[src/rtl/voice_allocator.sv]
// voice_allocator
//   Buffers note requests from the song reader in a small FIFO and hands each
//   one to a free note player, scanning round-robin from the voice after the
//   last one loaded. Tracks which voices are sounding and reports the active
//   count plus the mixer attenuation shift.
//
// Optional feature: define VOICE_STEAL_EN to let a full FIFO with no free voice
//   reload voice rr_ptr instead of stalling the song reader.
//
// Ports
//   i_clk, i_reset_n         clock, asynchronous active-low reset
//   i_play                   1 = dispatch enabled; FIFO accepts regardless
//   i_req_valid/o_req_ready  request handshake; i_req_note, i_req_duration payload
//   i_voice_done             done_with_note from each player (bit i = voice i)
//   o_load_voice             one-hot single-cycle load strobe
//   o_load_note/_duration    payload for the strobed voice
//   o_busy_mask              voices currently allocated
//   o_active_count           popcount of o_busy_mask
//   o_mix_shift              0 (<=1 active), 1 (2 active), 2 (>=3 active)
//   o_fifo_level             occupied FIFO entries
module voice_allocator #(
  parameter int unsigned NUM_VOICES = 3,
  parameter int unsigned FIFO_DEPTH = 4
) (
  input  logic                              i_clk,
  input  logic                              i_reset_n,
  input  logic                              i_play,
  input  logic                              i_req_valid,
  input  logic [5:0]                        i_req_note,
  input  logic [5:0]                        i_req_duration,
  output logic                              o_req_ready,
  input  logic [NUM_VOICES-1:0]             i_voice_done,
  output logic [NUM_VOICES-1:0]             o_load_voice,
  output logic [5:0]                        o_load_note,
  output logic [5:0]                        o_load_duration,
  output logic [NUM_VOICES-1:0]             o_busy_mask,
  output logic [$clog2(NUM_VOICES+1)-1:0]   o_active_count,
  output logic [1:0]                        o_mix_shift,
  output logic [$clog2(FIFO_DEPTH+1)-1:0]   o_fifo_level
);

  localparam int unsigned PtrW = (FIFO_DEPTH > 1) ? $clog2(FIFO_DEPTH) : 1;
  localparam int unsigned LvlW = $clog2(FIFO_DEPTH + 1);
  localparam int unsigned RrW  = (NUM_VOICES > 1) ? $clog2(NUM_VOICES) : 1;
  localparam int unsigned CntW = $clog2(NUM_VOICES + 1);

  // State
  logic [11:0]           r_mem [FIFO_DEPTH];
  logic [PtrW-1:0]       r_wr_ptr;
  logic [PtrW-1:0]       r_rd_ptr;
  logic [LvlW-1:0]       r_level;
  logic [RrW-1:0]        r_rr_ptr;
  logic [NUM_VOICES-1:0] r_busy_mask;
  logic [NUM_VOICES-1:0] r_voice_done_q;
  logic [NUM_VOICES-1:0] r_load_voice;
  logic [5:0]            r_load_note;
  logic [5:0]            r_load_duration;
  logic [CntW-1:0]       r_active_count;
  logic [1:0]            r_mix_shift;

  // Combinational
  logic                  w_full;
  logic                  w_empty;
  logic [NUM_VOICES-1:0] w_free;
  logic                  w_sel_found;
  logic [RrW-1:0]        w_sel_idx;
  logic [RrW-1:0]        w_cand;
  logic                  w_dispatch;
  logic                  w_steal;
  logic                  w_pop;
  logic                  w_push;
  logic [RrW-1:0]        w_target;
  logic [RrW-1:0]        w_rr_next;
  logic [NUM_VOICES-1:0] w_load_onehot;
  logic [NUM_VOICES-1:0] w_done_rise;
  logic [NUM_VOICES-1:0] w_busy_d;
  logic [CntW-1:0]       w_count_d;
  logic [1:0]            w_shift_d;
  logic [LvlW-1:0]       w_level_d;
  logic [11:0]           w_head;

  assign w_full  = (r_level == LvlW'(FIFO_DEPTH));
  assign w_empty = (r_level == '0);
  assign w_free  = ~r_busy_mask;
  assign w_head  = r_mem[r_rd_ptr];

  // First free voice scanning rr_ptr, rr_ptr+1, ... modulo NUM_VOICES.
  always_comb begin
    w_sel_found = 1'b0;
    w_sel_idx   = r_rr_ptr;
    w_cand      = r_rr_ptr;
    for (int unsigned k = 0; k < NUM_VOICES; k++) begin
      w_cand = RrW'((32'(r_rr_ptr) + k) % NUM_VOICES);
      if (!w_sel_found && w_free[w_cand]) begin
        w_sel_found = 1'b1;
        w_sel_idx   = w_cand;
      end
    end
  end

  assign w_dispatch = i_play & ~w_empty & w_sel_found;

`ifdef VOICE_STEAL_EN
  // Full FIFO, nothing free: reload the oldest round-robin slot rather than stall.
  assign w_steal = i_play & w_full & ~w_sel_found;
`else
  assign w_steal = 1'b0;
`endif

  assign w_pop       = w_dispatch | w_steal;
  assign w_target    = w_dispatch ? w_sel_idx : r_rr_ptr;
  assign w_rr_next   = RrW'((32'(w_target) + 32'd1) % NUM_VOICES);
  assign o_req_ready = ~w_full | w_pop;
  assign w_push      = i_req_valid & o_req_ready;

  always_comb begin
    w_load_onehot = '0;
    for (int unsigned i = 0; i < NUM_VOICES; i++) begin
      w_load_onehot[i] = w_pop && (w_target == RrW'(i));
    end
  end

  // Only a rising done edge frees a voice: a player's done flag may still be
  // high from its previous note for a cycle or two after a new load.
  assign w_done_rise = i_voice_done & ~r_voice_done_q;
  assign w_busy_d    = (r_busy_mask & ~w_done_rise) | w_load_onehot;

  always_comb begin
    w_count_d = '0;
    for (int unsigned i = 0; i < NUM_VOICES; i++) begin
      w_count_d = w_count_d + CntW'(w_busy_d[i]);
    end
    if (w_count_d <= CntW'(1)) begin
      w_shift_d = 2'd0;
    end else if (w_count_d == CntW'(2)) begin
      w_shift_d = 2'd1;
    end else begin
      w_shift_d = 2'd2;
    end
  end

  always_comb begin
    w_level_d = r_level;
    if (w_push && !w_pop) begin
      w_level_d = r_level + LvlW'(1);
    end else if (w_pop && !w_push) begin
      w_level_d = r_level - LvlW'(1);
    end
  end

  // Storage carries no reset; occupancy is governed by the pointers and level.
  always_ff @(posedge i_clk) begin
    if (w_push) begin
      r_mem[r_wr_ptr] <= {i_req_note, i_req_duration};
    end
  end

  always_ff @(posedge i_clk or negedge i_reset_n) begin
    if (!i_reset_n) begin
      r_wr_ptr        <= '0;
      r_rd_ptr        <= '0;
      r_level         <= '0;
      r_rr_ptr        <= '0;
      r_busy_mask     <= '0;
      r_voice_done_q  <= '0;
      r_load_voice    <= '0;
      r_load_note     <= '0;
      r_load_duration <= '0;
      r_active_count  <= '0;
      r_mix_shift     <= '0;
    end else begin
      r_level        <= w_level_d;
      r_busy_mask    <= w_busy_d;
      r_voice_done_q <= i_voice_done;
      r_load_voice   <= w_load_onehot;
      r_active_count <= w_count_d;
      r_mix_shift    <= w_shift_d;
      if (w_push) begin
        r_wr_ptr <= r_wr_ptr + PtrW'(1);
      end
      if (w_pop) begin
        r_rd_ptr        <= r_rd_ptr + PtrW'(1);
        r_rr_ptr        <= w_rr_next;
        r_load_note     <= w_head[11:6];
        r_load_duration <= w_head[5:0];
      end
    end
  end

  assign o_load_voice    = r_load_voice;
  assign o_load_note     = r_load_note;
  assign o_load_duration = r_load_duration;
  assign o_busy_mask     = r_busy_mask;
  assign o_active_count  = r_active_count;
  assign o_mix_shift     = r_mix_shift;
  assign o_fifo_level    = r_level;

endmodule

[config.mk]
export PLATFORM = sky130hd
export DESIGN_NAME = voice_allocator
export DESIGN_NICKNAME = d
export VERILOG_FILES = /design/src/rtl/voice_allocator.sv
export SDC_FILE = /design/constraint.sdc
export NUM_CORES = 1
export LEC_CHECK = 0
export BUFFER_PORTS_ARGS = -buffer_cell sky130_fd_sc_hd__buf_2
export CORE_UTILIZATION = 35
export CTS_CLUSTER_SIZE = 10
export DETAILED_ROUTE_END_ITERATION = 6
export GPL_ROUTABILITY_DRIVEN = 1
export PLACE_DENSITY = 0.5
export SETUP_SLACK_MARGIN = 0.2
export SLEW_MARGIN = 10
export SYNTH_ARGS = -nofsm -noshare
export SYNTH_HDL_FRONTEND = slang
export SYNTH_SLANG_ARGS = --single-unit
[constraint.sdc]
create_clock -name i_clk -period 3.5 [get_ports i_clk]
set_input_delay 0.35 -clock i_clk [delete_from_list [all_inputs] [get_ports i_clk]]
set_output_delay 0.35 -clock i_clk [all_outputs]
set_load 0.03 [all_outputs]
## After elaboration in Yosys (flattened, before gate mapping)

Memory sizes are Yosys's and may differ from the RTL's. A register that Yosys moved wholly into a read port is not among the register bits.
Cells that the tools add are included.

| word-level totals | value |
|---|---|
| register bits after elaboration | 22 |
| bits in latches | 0 |
| bits in writable memories | 48 |
| ROM bits | 0 |
| bits of input ports | 19 |
| word-level logic and storage cells | 77 |
| memories kept | 1 |

| operators by class | value |
|---|---|
| add/sub/neg operators | 9 |
| multipliers | 0 |
| divide/modulo/power cells | 4 |
| magnitude comparators | 4 |
| eq/ne operators | 4 |
| shift-type cells | 0 |
| multiplexer cells | 19 |
| bitwise operators | 12 |
| reductions and logical operators | 15 |

Memories:

| name | depth | bits a word | rd ports | clocked after Yosys merged registers in | wr ports | RTL line | source |
|---|---|---|---|---|---|---|---|
| r_mem | 4 | 12 | 1 | 1 | 1 | 48 | `logic [11:0] r_mem [FIFO_DEPTH];` |

Operators with widths:

| cell | number |
|---|---|
| 32-bit by 2-bit remainder unit with 32-bit output (second input constant) | 3 |
| 2-bit by 2-bit remainder unit with 32-bit output (second input constant) | 1 |
| 2-bit 2-to-1 mux | 6 |
| 2-bit by 3-bit less-than comparator with 1-bit output (second input constant) | 3 |
| 3-bit inverter | 3 |
| 1-bit 2-to-1 mux | 8 |
| 1-bit logical AND | 7 |
| 2-bit by 1-bit adder with 3-bit output (second input constant) | 2 |
| 3-bit bitwise AND | 2 |
| 1-bit binary-select mux with 2-bit select | 3 |
| 3-bit 2-to-1 mux | 2 |
| 1-bit logical NOT | 5 |
| 2-bit by 1-bit adder with 2-bit output (second input constant) | 2 |
| 2-bit equality test (second input constant) | 2 |
| 2-bit by 2-bit adder with 3-bit output (second input constant) | 1 |
| 3-bit by 1-bit adder with 3-bit output (second input constant) | 1 |
| 1-bit bitwise AND | 3 |
| 3-bit equality test (second input constant) | 1 |
| 3-bit logical NOT | 1 |
| 3-bit bitwise OR | 1 |
| 3-bit by 1-bit subtractor with 3-bit output (second input constant) | 1 |
| 1-bit by 1-bit adder with 2-bit output | 1 |
| 2-bit by 1-bit adder with 2-bit output | 1 |
| 2-bit by 1-bit equality test with 1-bit output (second input constant) | 1 |
| 5 further kinds | 6 |

## Longest topological paths before layout

Gate-level depths: netlist of run 1.

| logic depth | value |
|---|---|
| depth after elaboration | 20 |
| depth in mapped cells | 13 |
| gate-level depth less buffers | 13 |

## Worst setup path before layout of run 1

OpenSTA, ideal clock, no wires.

| timing path | value |
|---|---|
| kind | reg-to-reg |
| start | register r_rr_ptr[0] |
| end | register r_mix_shift[1] (netlist: o_mix_shift[1]) |
| library setup time | 0.119 ns |
| arrival | 3.038 ns |
| required time | 3.381 ns |
| setup slack | 0.343 ns |
| stages on the path, launching flop included | 13 |
| buffers on the path | 0 |
| cell sequence | dfrtp_1 -> inv_1 -> ha_1 -> nor3b_1 -> o21ba_2 -> a311o_1 -> a21o_1 -> a21boi_0 -> ha_1 -> and2_2 -> a21o_1 -> fa_1 -> and2_1 |

RTL lines:

| item | RTL line | source |
|---|---|---|
| from (decl) | 52 | `logic [RrW-1:0] r_rr_ptr;` |
| from (signal assigned) | 183 | `r_rr_ptr <= w_rr_next;` |
| branches (longest 13 deep; another with 32-bit by 2-bit remainder unit with 32-bit output) | -- |  |
| 1-bit logical AND (*) | 119 | `w_load_onehot[i] = w_pop && (w_target == RrW'(i));` |
| via w_load_onehot[2] | 74 | `logic [NUM_VOICES-1:0] w_load_onehot;` |
| 3-bit bitwise OR (*) | 126 | `assign w_busy_d = (r_busy_mask & ~w_done_rise) \| w_load_onehot;` |
| via w_busy_d[2] | 76 | `logic [NUM_VOICES-1:0] w_busy_d;` |
| 2-bit by 1-bit adder with 2-bit output (*) | 131 | `w_count_d = w_count_d + CntW'(w_busy_d[i]);` |
| via w_count_d[0] | 77 | `logic [CntW-1:0] w_count_d;` |
| 2-bit equality test | 135 | `end else if (w_count_d == CntW'(2)) begin` |
| 2-bit 2-to-1 mux | 135 |  |
| 2-bit 2-to-1 mux (*) | 133 | `if (w_count_d <= CntW'(1)) begin` |
| via w_shift_d[1] | 78 | `logic [1:0] w_shift_d;` |
| to (signal assigned) | 177 | `r_mix_shift <= w_shift_d;` |
| to (decl) | 59 | `logic [1:0] r_mix_shift;` |

Mark *: on every way through the listed nets, which the timed path passes. The select of a mux whose other input is x is not followed.
A chain may end at the register's enable or synchronous reset.

## Worst setup path in the final report of run 1

| timing path | value |
|---|---|
| start | register r_rr_ptr[1] |
| end | register r_mix_shift[1] (netlist: o_mix_shift[1]) |

The elaborated chain is that of the path after synthesis.

==> impl_metrics.yaml, run 1 <==
floorplanning:
  initial_core_util_pct: 36.7
  dieArea_sq_um: 10200
  fp.dieH_um: 101
  ioPinCount: 45
  coreArea_sq_um: 9370
  die_width_um: 101
  rows: 35
logic_synthesis:
  yosysSeqAreaShare_pct: 66.6
  ys_types: 42
  yosysWarnings: 0
  async_reset_ff_share_pct: 41.5
  synth.avg_cell_area_sq_um: 17.8
  synth_ff_type: "edfxtp_1"
  synth_edf_count: 48
  synth-seq-cells: 82
  syn_inst: 193
  syn_area_sq_um: 3440
  syn_nets: 225
timing:
  maxSlewHeadroom_pct: 41.2
  timing.fmax_mhz: 313
  min_period_ns: 3.19
  grt_setup_unrepaired: "false"
  final.setup.tns_ns: 0
  hold_violations: 0
  setup_slack_ns: 0.309
  min_period_over_period_pct: 91.2
  slew_viol_final: 0
  holdWs_ns: 0.0828
  finalClockSkew_ns: 0.00860
  tightest_slew_ns: 0.881
  finalSetupViolations: 0
grt:
  grt_pass1_wl_um: 9760
  antenna_found_initial: 0
  grt_overflow_total: 0
  first_global_vias: 1884
  grt_max_degree: 35
  grt_util_all_layers_pct: 13.2
critical_path:
  cp-end-kind: "flop"
  crit_type: "flop to flop"
  cp-start-kind: "flop"
  arrival_ns: 3.43
  critPathRequiredTime_ns: 3.74
  critPathMaxFanout: 5
clock_network:
  clock_tree.root_cell: "clkbuf_8"
  cts.sinks: 82
  cts_tree: "done"
  cts_buffers: 9
  clkLatencyLatePin_ns: 0.34
  cts_max_level: 3
  clk_pin_slew_ns: 0.08
  clk_path_buf_depth: 2
place:
  dpl-instance-area_sq_um: 3840
  gp_congestion: 0.767
  place_ws_ns: 0.0886
  port_buffers: 44
  dp_hpwl_um: 3810
  dp.cells: 369
final_layout:
  mostFrequentLayoutCell: "edfxtp_1"
  drive_gt1_share_pct: 47.3
  stdcell_area_sq_um: 4190
  fillers: 853
  final_cell_mix: "48 x edfxtp_1, 44 x buf_2, 33 x dfrtp_1"
  nets: 291
  n_antenna_cell: 0
  utilization_pct: 44.7
  fin_cells: 393
  syn_to_final_growth_pct: 21.7
power_and_ir_drop:
  power_mw: 4.21
  clkPwrFrac_pct: 15.5
  max-vdd-ir-drop_mv: 0.377
  p_seq_share_pct: 37.3
  netSwitchingFraction_pct: 37.4
  p_int_mw: 2.64
  p_sw_mw: 1.57
  combPwrFrac_pct: 47.1
  leakage_nw: 1.68
  powerDensity_nw_per_um2: 1000
drt:
  dr_total_vias: 1811
  viasPerCell: 4.61
  route.detailed.drc: 0
  drtIter0Drc: 64
  ant_nets: 0
  wirelength_um: 6160
  first_pass_iters: 4
  wl_per_cell_um: 15.7
outcome:
  status: "completed"
job:
  max_cap_viol_count: 0
hold_path:
  hp-class: "input port to asynchronous set/reset pin"
==> worst paths after layout <==
kind                                             from                     endpoint  slack [ns]  cells after the start
setup / recovery              r_rr_ptr[1]$_DFFE_PN0P_     o_mix_shift[1]$_DFF_PN0_        0.31                     12
hold / removal                              i_reset_n  o_fifo_level[0]$_DFFE_PN0P_        0.08                      1
setup reg to reg              r_rr_ptr[1]$_DFFE_PN0P_     o_mix_shift[1]$_DFF_PN0_        0.31                     12
hold reg to reg            o_load_note[3]$_DFFE_PN0P_   o_load_note[3]$_DFFE_PN0P_        0.51                      1
max in group asynchronous                   i_reset_n      r_rr_ptr[1]$_DFFE_PN0P_        2.84                      1
min in group i_clk                    i_voice_done[0]  r_voice_done_q[0]$_DFF_PN0_        0.12                      1
==> power by group through the flow <==
stage,combinational (mW),sequential [mW],clock (mW)
6_report,1.98,1.57,0.654
5_1_grt,2.16,1.63,0.721
4_1_cts,1.79,1.58,0.684
3_5_place_dp,1.74,1.60,0
3_3_place_gp,1.75,1.60,0
2_1_floorplan,1.15,1.75,0
==> cells by family after synthesis <==
family / count (synthesis) / share of synthesized area [%]
DFF: 82 / 66.6
muxes: 29 / 14.0
and+or+nand+nor: 25 / 4.36
AOI/OAI and AO/OA: 23 / 5.92
buffers and inverters: 15 / 2.43
adders and majority gates: 13 / 5.16
xor gates and xnor gates: 6 / 1.53
==> routing by layer <==
| layer | global-route usage, % | share of wire (%) |
|---|---|---|
| met1 | 16.7 | 46 |
| met5 | 0 | 0 |
| met3 | 5.18 | 4.9 |
| met4 | 3.68 | 1.3 |
| met2 | 21.2 | 48 |
==> flip-flops by register name, indices dropped and copies added, names as in the netlist, 3 cells and up <==
signal,count
o_fifo_level,3
r_mem,48
o_load_duration,6
o_load_note,6
o_load_voice,3
o_busy_mask,3
r_voice_done_q,3
==> critical path: stages (launching register included) <==
cell      delay, ns
dfrtp_2        0.47
inv_4          0.10
ha_4           0.17
mux2_4         0.34
o21ba_2        0.20
a311o_1        0.34
a21o_1         0.20
a21boi_0       0.13
ha_2           0.17
and2_2         0.17
a21o_1         0.17
fa_1           0.47
and2_1         0.15
==> area by class of cell <==
cell class                      instances  area, sq um  share of cell area [%]
Clock buffer                           11          131                    3.14
Tap cell                              129          161                    3.85
Timing Repair Buffer                   60          352                    8.39
Sequential cell                        82         2290                    54.7
Multi-Input combinational cell         96         1150                    27.6
Clock inverter                          5         55.1                    1.31
Inverter                               10         42.5                    1.02
==> repair_timing <==
action                     in CTS  in global routing
setup buffers                   2                  6
setup endpoints to repair       2                  3
hold endpoints to repair        0                  0
pin swaps                       0                  7
hold buffers                    0                  0
resized for setup               5                 20
cloned                          0                  0
==> synthesized netlist by cell type, types with 3 or more instances <==
library cell	instances	area share, %
mux2_2	10	3.3
mux2_4	6	2.6
xnor2_1	4	1.0
nor2_1	4	0.44
o21ai_0	5	0.73
ha_1	11	4.0
edfxtp_1	48	42
mux4_2	12	7.8
nor3b_1	4	0.87
nand2_1	3	0.33
dfrtp_1	34	25
inv_1	9	0.98
and2_1	5	0.91
Note: power is estimated with default switching activity, not from simulation.
==> run 2, diff against run 1 <==
- BUFFER_PORTS_ARGS: -buffer_cell sky130_fd_sc_hd__buf_2 -> default
- DONT_BUFFER_PORTS: default -> 1
- PLACE_DENSITY: 0.5 -> 0.46
==> run 2 against run 1 <==
Fmax rose by 0.78%. Clock power rose by 11%. Cell area fell by 4.8%. Sequential power rose by 19%. Global-route usage rose by 0.081 points. Worst setup slack improved by 0.025 ns. Non-clock buffer count fell by 46. Critical endpoint unchanged. Highest routed layer unchanged.
==> impl_metrics.yaml, run 2 (same netlist as run 1, synthesis figures left out) <==
critical_path:
  arrival_ns: 3.40
  reg2reg_slack_ns: 0.33
  cp-startpoint: "r_rr_ptr[1]$_DFFE_PN0P_"
  crit_family: "adder cells"
  cp-start-kind: "flop"
  critPathSlowestCell: "dfrtp_2"
  max_stage_delay_ns: 0.46
  crit_type: "flop to flop"
  crit_buf_inv: 2
  critical_path.cell_chain: "buf_4 > ha_2 > mux2i_2 > and2_4 > o41a_4 > inv_4 > a22oi_2 > ha_1 > and2_2 > a21o_1 > fa_1 > and2_1"
  rr_startpoint: "r_rr_ptr[1]$_DFFE_PN0P_"
  critPathMaxFanout: 6
  cp-end-kind: "flop"
  critPathRequiredTime_ns: 3.73
timing:
  final.setup.tns_ns: 0
  finalClockSkew_ns: 0.00898
  tightest_slew_ns: 0.903
  timing.fmax_mhz: 316
  slew_viol_final: 0
  grt_setup_unrepaired: "false"
  maxSlewHeadroom_pct: 39.8
  finalSetupViolations: 0
  hold_violations: 0
  min_period_ns: 3.17
  min_period_over_period_pct: 90.5
drt:
  first_pass_iters: 4
  wl_per_cell_um: 17.8
  drtIter0Drc: 40
  viasPerCell: 4.76
  dr_total_vias: 1653
  ant_nets: 0
  wirelength_um: 6170
  route.detailed.drc: 0
power_and_ir_drop:
  max-vdd-ir-drop_mv: 0.307
  leakage_nw: 1.50
  powerDensity_nw_per_um2: 1030
clock_network:
  clk_pin_slew_ns: 0.08
  clkLatencyLatePin_ns: 0.34
  cts.sinks: 82
  cts_buffers: 9
  cts_tree: "done"
  clk_path_buf_depth: 2
  cts_max_level: 3
  clock_tree.root_cell: "clkbuf_8"
floorplanning:
  initial_core_util_pct: 36.7
  dieArea_sq_um: 10200
  die_width_um: 101
  coreArea_sq_um: 9370
  ioPinCount: 45
  rows: 35
  fp.dieH_um: 101
grt:
  grt_overflow_total: 0
  met2_usage_pct: 23.3
  busiest_layer: "met2"
  first_global_vias: 1905
  grt_pass1_wl_um: 9750
  grt_util_all_layers_pct: 13.3
  antenna_found_initial: 0
  use_met3_pct: 5.04
  grt.met1_usage_pct: 14.3
  grt_max_degree: 35
final_layout:
  utilization_pct: 42.6
  syn_to_final_growth_pct: 15.8
  mostFrequentLayoutCell: "edfxtp_1"
  n_antenna_cell: 0
  largest_reg_flops: 48
  final_cell_mix: "48 x edfxtp_1, 33 x dfrtp_1, 12 x mux4_2"
  drive_gt1_share_pct: 36.7
  nets: 245
  top_register: "r_mem"
  fillers: 863
hold_path:
  hp-class: "input port to flop"
  worstHoldStart: "i_voice_done[2]"
outcome:
  status: "completed"
place:
  gp_congestion: 0.764
  port_buffers: 0
  dp_hpwl_um: 3910
job:
  max_cap_viol_count: 0
[run 2: layer usage]
layer | wire (um) | share of wire (%) | up-vias
met2 | 3300 | 54 | 41
li1 | - | - | 757
met5 | 0 | 0 | -
met3 | 320 | 5.2 | 9
met1 | 2430 | 39 | 846
met4 | 117 | 1.9 | 0
[run 2: final timing paths]
| kind | cells past startpoint | endpoint |
|---|---|---|
| hold / removal | 0 | r_voice_done_q[2]$_DFF_PN0_ |
| setup / recovery | 12 | o_mix_shift[1]$_DFF_PN0_ |
| min in group asynchronous | 2 | o_fifo_level[0]$_DFFE_PN0P_ |
| max in group asynchronous | 2 | o_load_note[3]$_DFFE_PN0P_ |
| setup reg to reg | 12 | o_mix_shift[1]$_DFF_PN0_ |
| hold reg to reg | 1 | r_wr_ptr[1]$_DFFE_PN0P_ |
[run 2: repair_timing]
item,4_1_cts,5_1_grt
setup buffers,5,2
endpoints found under the hold margin,34,0
endpoints found under the setup margin,2,3
hold buffers,2,0
pin swaps,1,8
resized for setup,10,13
[run 2: layout make-up]
class / instances / area (sq um) / share of cell area, %
flip-flops and latches: 82 / 2290 / 57.5
multi-input cells: 96 / 1150 / 28.9
well taps: 129 / 161 / 4.05
clock buffers: 9 / 124 / 3.11
repair buffers: 14 / 124 / 3.11
clock inverters: 7 / 91.3 / 2.29
inverters: 10 / 42.5 / 1.07
[run 2: worst register-to-register path, stage by stage, from the launching register on]
cell,delay (ns)
dfrtp_2,0.46
buf_4,0.15
ha_2,0.19
mux2i_2,0.18
and2_4,0.21
o41a_4,0.44
inv_4,0.12
a22oi_2,0.11
ha_1,0.22
and2_2,0.17
a21o_1,0.17
fa_1,0.46
and2_1,0.15
[run 2: power by group]
part | internal [mW] | total (mW) | leakage (nW) | switching, mW
clock | 0.399 | 0.724 | 0.101 | 0.324
sequential | 1.33 | 1.87 | 0.850 | 0.536
combinational | 0.830 | 1.52 | 0.548 | 0.693
total | 2.56 | 4.11 | 1.50 | 1.55
[run 2: through the flow]
stage / hold WS [ns] / power (mW) / std cells / setup WS, ns / cell area (sq um)
after floorplan: 0.0544 / 2.89 / 193 / 0.343 / 3440
after global placement: 0.0561 / 3.12 / 322 / 0.177 / 3600
after detailed placement: 0.0562 / 3.19 / 322 / 0.0768 / 3600
after CTS: 0.0145 / 4.03 / 345 / 0.236 / 3930
after global routing: 0.00357 / 4.39 / 347 / 0.172 / 3990
final: 0.0376 / 4.11 / 347 / 0.333 / 3990
